**src/rtl/or_window_accumulator_pkg.sv**
```systemverilog
// Shared definitions for the sticky-OR window accumulator.
// State encoding and counter width used by the accumulator core.
package or_window_accumulator_pkg;

    localparam int COUNT_WIDTH = 16;

    typedef enum logic {
        ACCUM = 1'b0,
        HOLD  = 1'b1
    } state_e;

endpackage

```
**src/rtl/or_window_accumulator.sv**
```systemverilog
// Sticky-OR accumulator: folds WindowLength accepted words into one
// word with bitwise OR and presents it on a valid/ready output.
module or_window_accumulator
    import or_window_accumulator_pkg::*;
#(
    parameter int                    NrOfBits     = 1,
    parameter int                    WindowLength = 4,
    parameter logic [NrOfBits-1:0]   InvertMask   = '0
) (
    input  logic                     clock,
    input  logic                     reset,
    input  logic                     tick,
    input  logic                     clear,
    input  logic [NrOfBits-1:0]      in_data,
    input  logic                     in_valid,
    output logic                     in_ready,
    output logic [NrOfBits-1:0]      out_data,
    output logic                     out_valid,
    input  logic                     out_ready,
    output logic [NrOfBits-1:0]      partial_data,
    output logic [COUNT_WIDTH-1:0]   sample_count
);

    localparam logic [COUNT_WIDTH-1:0] LAST_COUNT =
        COUNT_WIDTH'(WindowLength - 1);

    state_e                state;
    logic [NrOfBits-1:0]   nd;
    logic [NrOfBits-1:0]   folded;
    logic                  last;

    assign nd       = in_data ^ InvertMask;
    assign folded   = partial_data | nd;
    assign last     = (sample_count == LAST_COUNT);
    assign in_ready = (state == ACCUM) & ~clear;

    // HOLD ignores clear so a finished window is never lost.
    always_ff @(posedge clock) begin
        if (reset) begin
            state        <= ACCUM;
            partial_data <= '0;
            sample_count <= '0;
            out_data     <= '0;
            out_valid    <= 1'b0;
        end else if (tick) begin
            unique case (state)
                ACCUM: begin
                    if (clear) begin
                        partial_data <= '0;
                        sample_count <= '0;
                    end else if (in_valid) begin
                        if (last) begin
                            out_data     <= folded;
                            out_valid    <= 1'b1;
                            partial_data <= '0;
                            sample_count <= '0;
                            state        <= HOLD;
                        end else begin
                            partial_data <= folded;
                            sample_count <= sample_count + 16'd1;
                        end
                    end
                end
                HOLD: begin
                    if (out_ready) begin
                        out_valid <= 1'b0;
                        state     <= ACCUM;
                    end
                end
            endcase
        end
    end

endmodule

```
**config.mk**
```make
export PLATFORM = sky130hd
export DESIGN_NAME = or_window_accumulator
export DESIGN_NICKNAME = d
export VERILOG_FILES = /design/src/rtl/or_window_accumulator_pkg.sv /design/src/rtl/or_window_accumulator.sv
export SDC_FILE = /design/constraint.sdc
export NUM_CORES = 1
export LEC_CHECK = 0
export ABC_CLOCK_PERIOD_IN_PS = 2200
export CORE_MARGIN = 1.5
export CORE_UTILIZATION = 40
export CTS_CLUSTER_SIZE = 40
export DETAILED_ROUTE_END_ITERATION = 16
export PLACE_DENSITY = 0.63
export REMOVE_ABC_BUFFERS = 1
export SLEW_MARGIN = 0
export SYNTH_ARGS = -nofsm -noshare
export SYNTH_HDL_FRONTEND = slang
export SYNTH_SLANG_ARGS = --single-unit
```
**constraint.sdc**
```tcl
create_clock -name clock -period 2.2 [get_ports clock]
set_input_delay 0.44 -clock clock [delete_from_list [all_inputs] [get_ports clock]]
set_output_delay 0.44 -clock clock [all_outputs]
set_load 0.02 [all_outputs]
```
### Word level (Yosys, flattened, before mapping)

Cells that the tools add are included.

| word-level totals | value |
|---|---|
| bits in registers | 20 |
| input bits | 7 |
| word-level logic and storage cells | 35 |

| cells by class | value |
|---|---|
| $add $sub $neg | 1 |
| equal/unequal tests | 5 |
| multiplexer cells | 16 |
| bitwise logic cells | 4 |
| reduce and logical (&&, ||, !) cells | 4 |

Operator list:

| cell | count |
|---|---|
| $mux 16 | 3 |
| $add 16x1->16 const B | 1 |
| $eq 16x2->1 const B | 1 |
| $mux 1 | 11 |
| $reduce_and 5->1 | 2 |
| $ne 2x2->1 const B | 4 |
| $pmux 1 s2 | 2 |
| $reduce_and 3->1 | 1 |
| $not 1->1 | 2 |
| $reduce_bool 2->1 | 1 |
| $and 1x1->1 | 1 |
| $or 1x1->1 | 1 |

### Depth between registers and ports, before layout

| logic depth | value |
|---|---|
| depth after elaboration | 5 |
| depth in mapped cells | 6 |

### Worst setup path before layout

OpenSTA, ideal clock, no wires.

| timing path | value |
|---|---|
| kind | reg-to-reg |
| start point | reg sample_count[0] |
| end point | reg sample_count[4] |
| arrival time | 1624 ps |
| path slack | 460 ps |
| stages on the path, launching flop included | 6 |
| cells stage by stage | dfxtp_1 ha_1 nor4b_4 a41oi_2 a21o_1 a22o_1 |

| on the way | value |
|---|---|
| word-level cells in the longest chain between the ends | 4 |
| elaborated cells between the ends (all ways) | 5 |
| those cells by class | add/sub: 1; eq/ne: 1; mux: 3 |

RTL lines:

| element | RTL line | text |
|---|---|---|
| start, declared | or_window_accumulator.sv:21 | `output logic [COUNT_WIDTH-1:0] sample_count` |
| start signal, assigned | or_window_accumulator.sv:60 | `sample_count <= sample_count + 16'd1;` |
| $add 16x1->16 or $eq 16x2->1 (tied branches) | or_window_accumulator.sv:60, or_window_accumulator.sv:34 |  |
| $mux 16 (*) | or_window_accumulator.sv:52 | `if (last) begin` |
| $mux 16 (*) | or_window_accumulator.sv:51 | `end else if (in_valid) begin` |
| $mux 16 (*) | or_window_accumulator.sv:48 | `if (clear) begin` |

Every way passes the cells marked *; elsewhere a longest branch is shown, timed or not. The select of a mux whose other input is x is not followed.
A chain may end at the register's enable or synchronous reset.

### Worst setup path in the final report

| timing path | value |
|---|---|
| start point | reg sample_count[8] |
| end point | out sample_count[8] |

No word-level cell between the ends.

==> flow_metrics.tcl <==
set metrics [dict create \
    drive_above_1_share_pct 11.11 \
    io_buffers 26 \
    synth-simple-area-share_pct 40.15 \
    arrival_ns 1.54 \
    initial_utilization_pct 42.24 \
    p_sw_uw 166.0 \
    regToRegSetupSlack_ns 0.39 \
    fin_ws_ns 0.2181 \
    critPathMaxStageDelay_ns 0.68 \
    cts_sinks 20 \
    maxCapViolations 0 \
    finalClockSkew_ns 0.001640 \
    cp-end-kind "output pin" \
    layout_min_cycle_time_ns 1.982 \
    cp_cell_sequence "clkdlybuf4s50_1" \
    finalSetupTns_ns 0 \
    avgSynthCellArea_sq_um 8.392 \
    p_per_area_nw_per_um2 437.7 \
    die_area_sq_um 3271 \
    rsz0062_at_grt "no" \
    worstSkewPairLatency_ns 0.30 \
    netSwitchingFraction_pct 24.92 \
    slew_headroom_pct 69.68 \
    met2_usage_pct 31.69 \
    grt_pass1_wl_um 5078 \
    synth-compound-area-share_pct 19.06 \
    cts_root_buffer "clkbuf_4" \
    coreArea_sq_um 2781 \
    grt-ovfl-total 0 \
    fin_crit_sh_pct 90.09 \
    place_area_sq_um 1483 \
    outcome "complete, no violations" \
    worstMarginPinSlew_ns 0.4507 \
    cp-start-kind "flip-flop" \
    yosysWarnings 0 \
    htreeDepth 1 \
    syn_area_sq_um 1175 \
    async_reset_ff_share_pct 0 \
    yosys.area_share.adder_pct 1.065 \
    worstHoldPathType "flip-flop to flip-flop" \
    hold_buffers 0 \
    grt_max_degree 13 \
    cts_buffer_depth 2 \
    cp_top_family "buffers and inverters" \
    drv_slew 0 \
    dp_hpwl_um 2254 \
    fillCellCount 257 \
    fmax_ghz 0.5046 \
    met3_usage_pct 2.948 \
    hp-start "out_valid" \
    die_w_um 57.20 \
    rows 19 \
    cts_buffers 3 \
    finalSetupViolCount 0 \
    grt_pass1_vias 1059 \
    route.detailed.vias_per_inst 6.010 \
    grt_use_total_pct 19.62 \
    crit_buf_inv 1 \
    reg2reg_to "sample_count[4]" \
    clock_power_share_pct 33.5 \
    antenna_found_initial 0 \
    synth_top_family_by_area "simple AND/OR/NAND/NOR gates" \
    p_seq_share_pct 55.0 \
    min_path_cells 1 \
    die-height_um 57.20 \
    drt_iter0_drc 43 \
    crit_type "flip-flop to output pin" \
    required_ns 1.76 \
    cp_slowest_cell "clkdlybuf4s50_1" \
    final_area_sq_um 1521 \
    antenna_cells 0 \
    drt-pass1-iter-count 4 \
    comb_power_share_pct 11.5 \
    io_pins 27 \
    gp_congestion 0.8760 \
    cts_tree "built" \
    synth.area.mux_share_pct 0.8520 \
    synth_area_leaders "dfxtp_1, nand3_1, a31oi_1" \
    synthFlopType "dfxtp_1" \
    yosysTopAreaCell "dfxtp_1" \
    area_growth_pct 29.50 \
    synth_top_area_share_pct 34.08 \
    post_drt_wl_per_cell_um 14.51 \
    irDropWorstVdd_uv 292.7 \
    clkTransAtPathRegs_ns 0.12 \
    synth-seq-cells 20 \
    fin_nets 180 \
    reg2reg_from "sample_count[0]" \
    hold_violations 0 \
    top_usage_layer "met2" \
    drt-total-wl_um 2932 \
    grtUsageMet1_pct 26.02 \
    synth-xor-area-share_pct 0.7455 \
    synth-edff-count 0 \
    ys_seq_area_share_pct 34.08 \
    r2r_cells 6 \
    drc 0 \
    synth.distinct_cells 44 \
    power.internal_uw 499.9 \
    whs_endpoint "out_valid" \
    cp_max_fo 9 \
    ant_nets 0 \
    netlist_instances 140 \
    leakage_uw 0.0005129 \
    pre_cts_ws_ns 0.06022 \
    vias 1214 \
]
==> per-stage QoR <==
step / instances / total power (uW) / hold WS [ns] / util, %
2_1_floorplan: 135 / 410.1 / 0.4999 / -
3_3_place_gp: 198 / 449.0 / 0.4478 / 53.31
3_5_place_dp: 198 / 450.4 / 0.4610 / 53.31
4_1_cts: 202 / 669.3 / 0.4906 / 54.61
5_1_grt: 202 / 696.0 / 0.5261 / 54.70
6_report: 202 / 665.9 / 0.4815 / 54.70
==> timing repair <==
action,in CTS,in global routing
setup buffers,0,0
endpoints found under the setup margin,0,1
gates resized for setup,0,1
==> sequential cells by signal (all words and copies together), names as in the netlist <==
signal and flops:
out_data 1, out_valid 1, partial_data 1, sample_count 16, state 1
==> worst max-delay path by stage <==
stage                                  end             from  depth (start not counted)
final                      sample_count[8]  sample_count[8]                          1
after global routing       sample_count[8]  sample_count[8]                          1
after CTS                         in_ready            clear                          3
after detailed placement  sample_count[15]             tick                          6
after global placement            in_ready            clear                          3
after floorplan            sample_count[4]  sample_count[0]                          5
==> synth_stat cells (2+ instances only) <==
master	instances
nor4_4	2
or3_1	2
and2_1	2
nand4_1	8
inv_1	3
nand2_1	13
nor3_1	3
dfxtp_1	20
nand3_1	13
a41oi_1	2
nor2_1	8
nor4_1	2
and4_1	3
nand3b_1	4
buf_6	2
buf_2	2
and3_1	3
a21oi_1	9
or2_2	2
o21ai_0	3
a31oi_1	10
o22ai_1	2
==> layout make-up <==
cell class | count | area, sq um | area share (%)
repair buffers | 32 | 307.8 | 20.23
inverters | 3 | 11.26 | 0.7401
clock buffers | 4 | 36.28 | 2.385
flip-flops and latches | 20 | 400.4 | 26.32
well taps | 31 | 38.79 | 2.549
multi-input cells | 112 | 726.9 | 47.78
==> layout by cell type, fill, tap and decap left out, types with 2 or more instances in the layout <==
cell	netlist	routed
clkdlybuf4s50_1	0	25
nor3_1	3	3
a41oi_1	2	2
nor4_4	2	2
o21ai_0	3	3
and2_1	2	2
nor2_1	8	8
or2_2	2	2
inv_1	3	3
o22ai_1	2	2
nor4_1	2	2
nand2_1	13	13
or3_1	2	2
and4_1	3	3
a31oi_1	10	10
a21oi_1	9	9
nand3b_1	4	4
nand3_1	13	13
and3_1	3	3
dfxtp_1	20	20
nand4_1	8	8
buf_4	0	6
clkbuf_4	0	3
==> power by group through the flow <==
stage	sequential [uW]	combinational, uW	clock (uW)
finish	366	76.5	223
global route	367	82.6	246
CTS	366	76.2	227
detailed placement	375	75.9	0
global placement	374	74.7	0
floorplan	377	33.5	0
==> kinds of logic after synthesis <==
kind of cell	after synthesis
muxes	1
and+or+nand+nor	75
buffers and inverters	8
adders and majority gates	1
xor gates and xnor gates	1
DFF	20
AOI/OAI and AO/OA	34
==> metal layers <==
| metal | vias up | wire [um] |
|---|---|---|
| li1 | 604 | - |
| met1 | 578 | 1411 |
| met2 | 28 | 1383 |
| met3 | 4 | 95 |
| met4 | 0 | 41 |
| met5 | - | 0 |
Power figures use the tool's default switching activity.
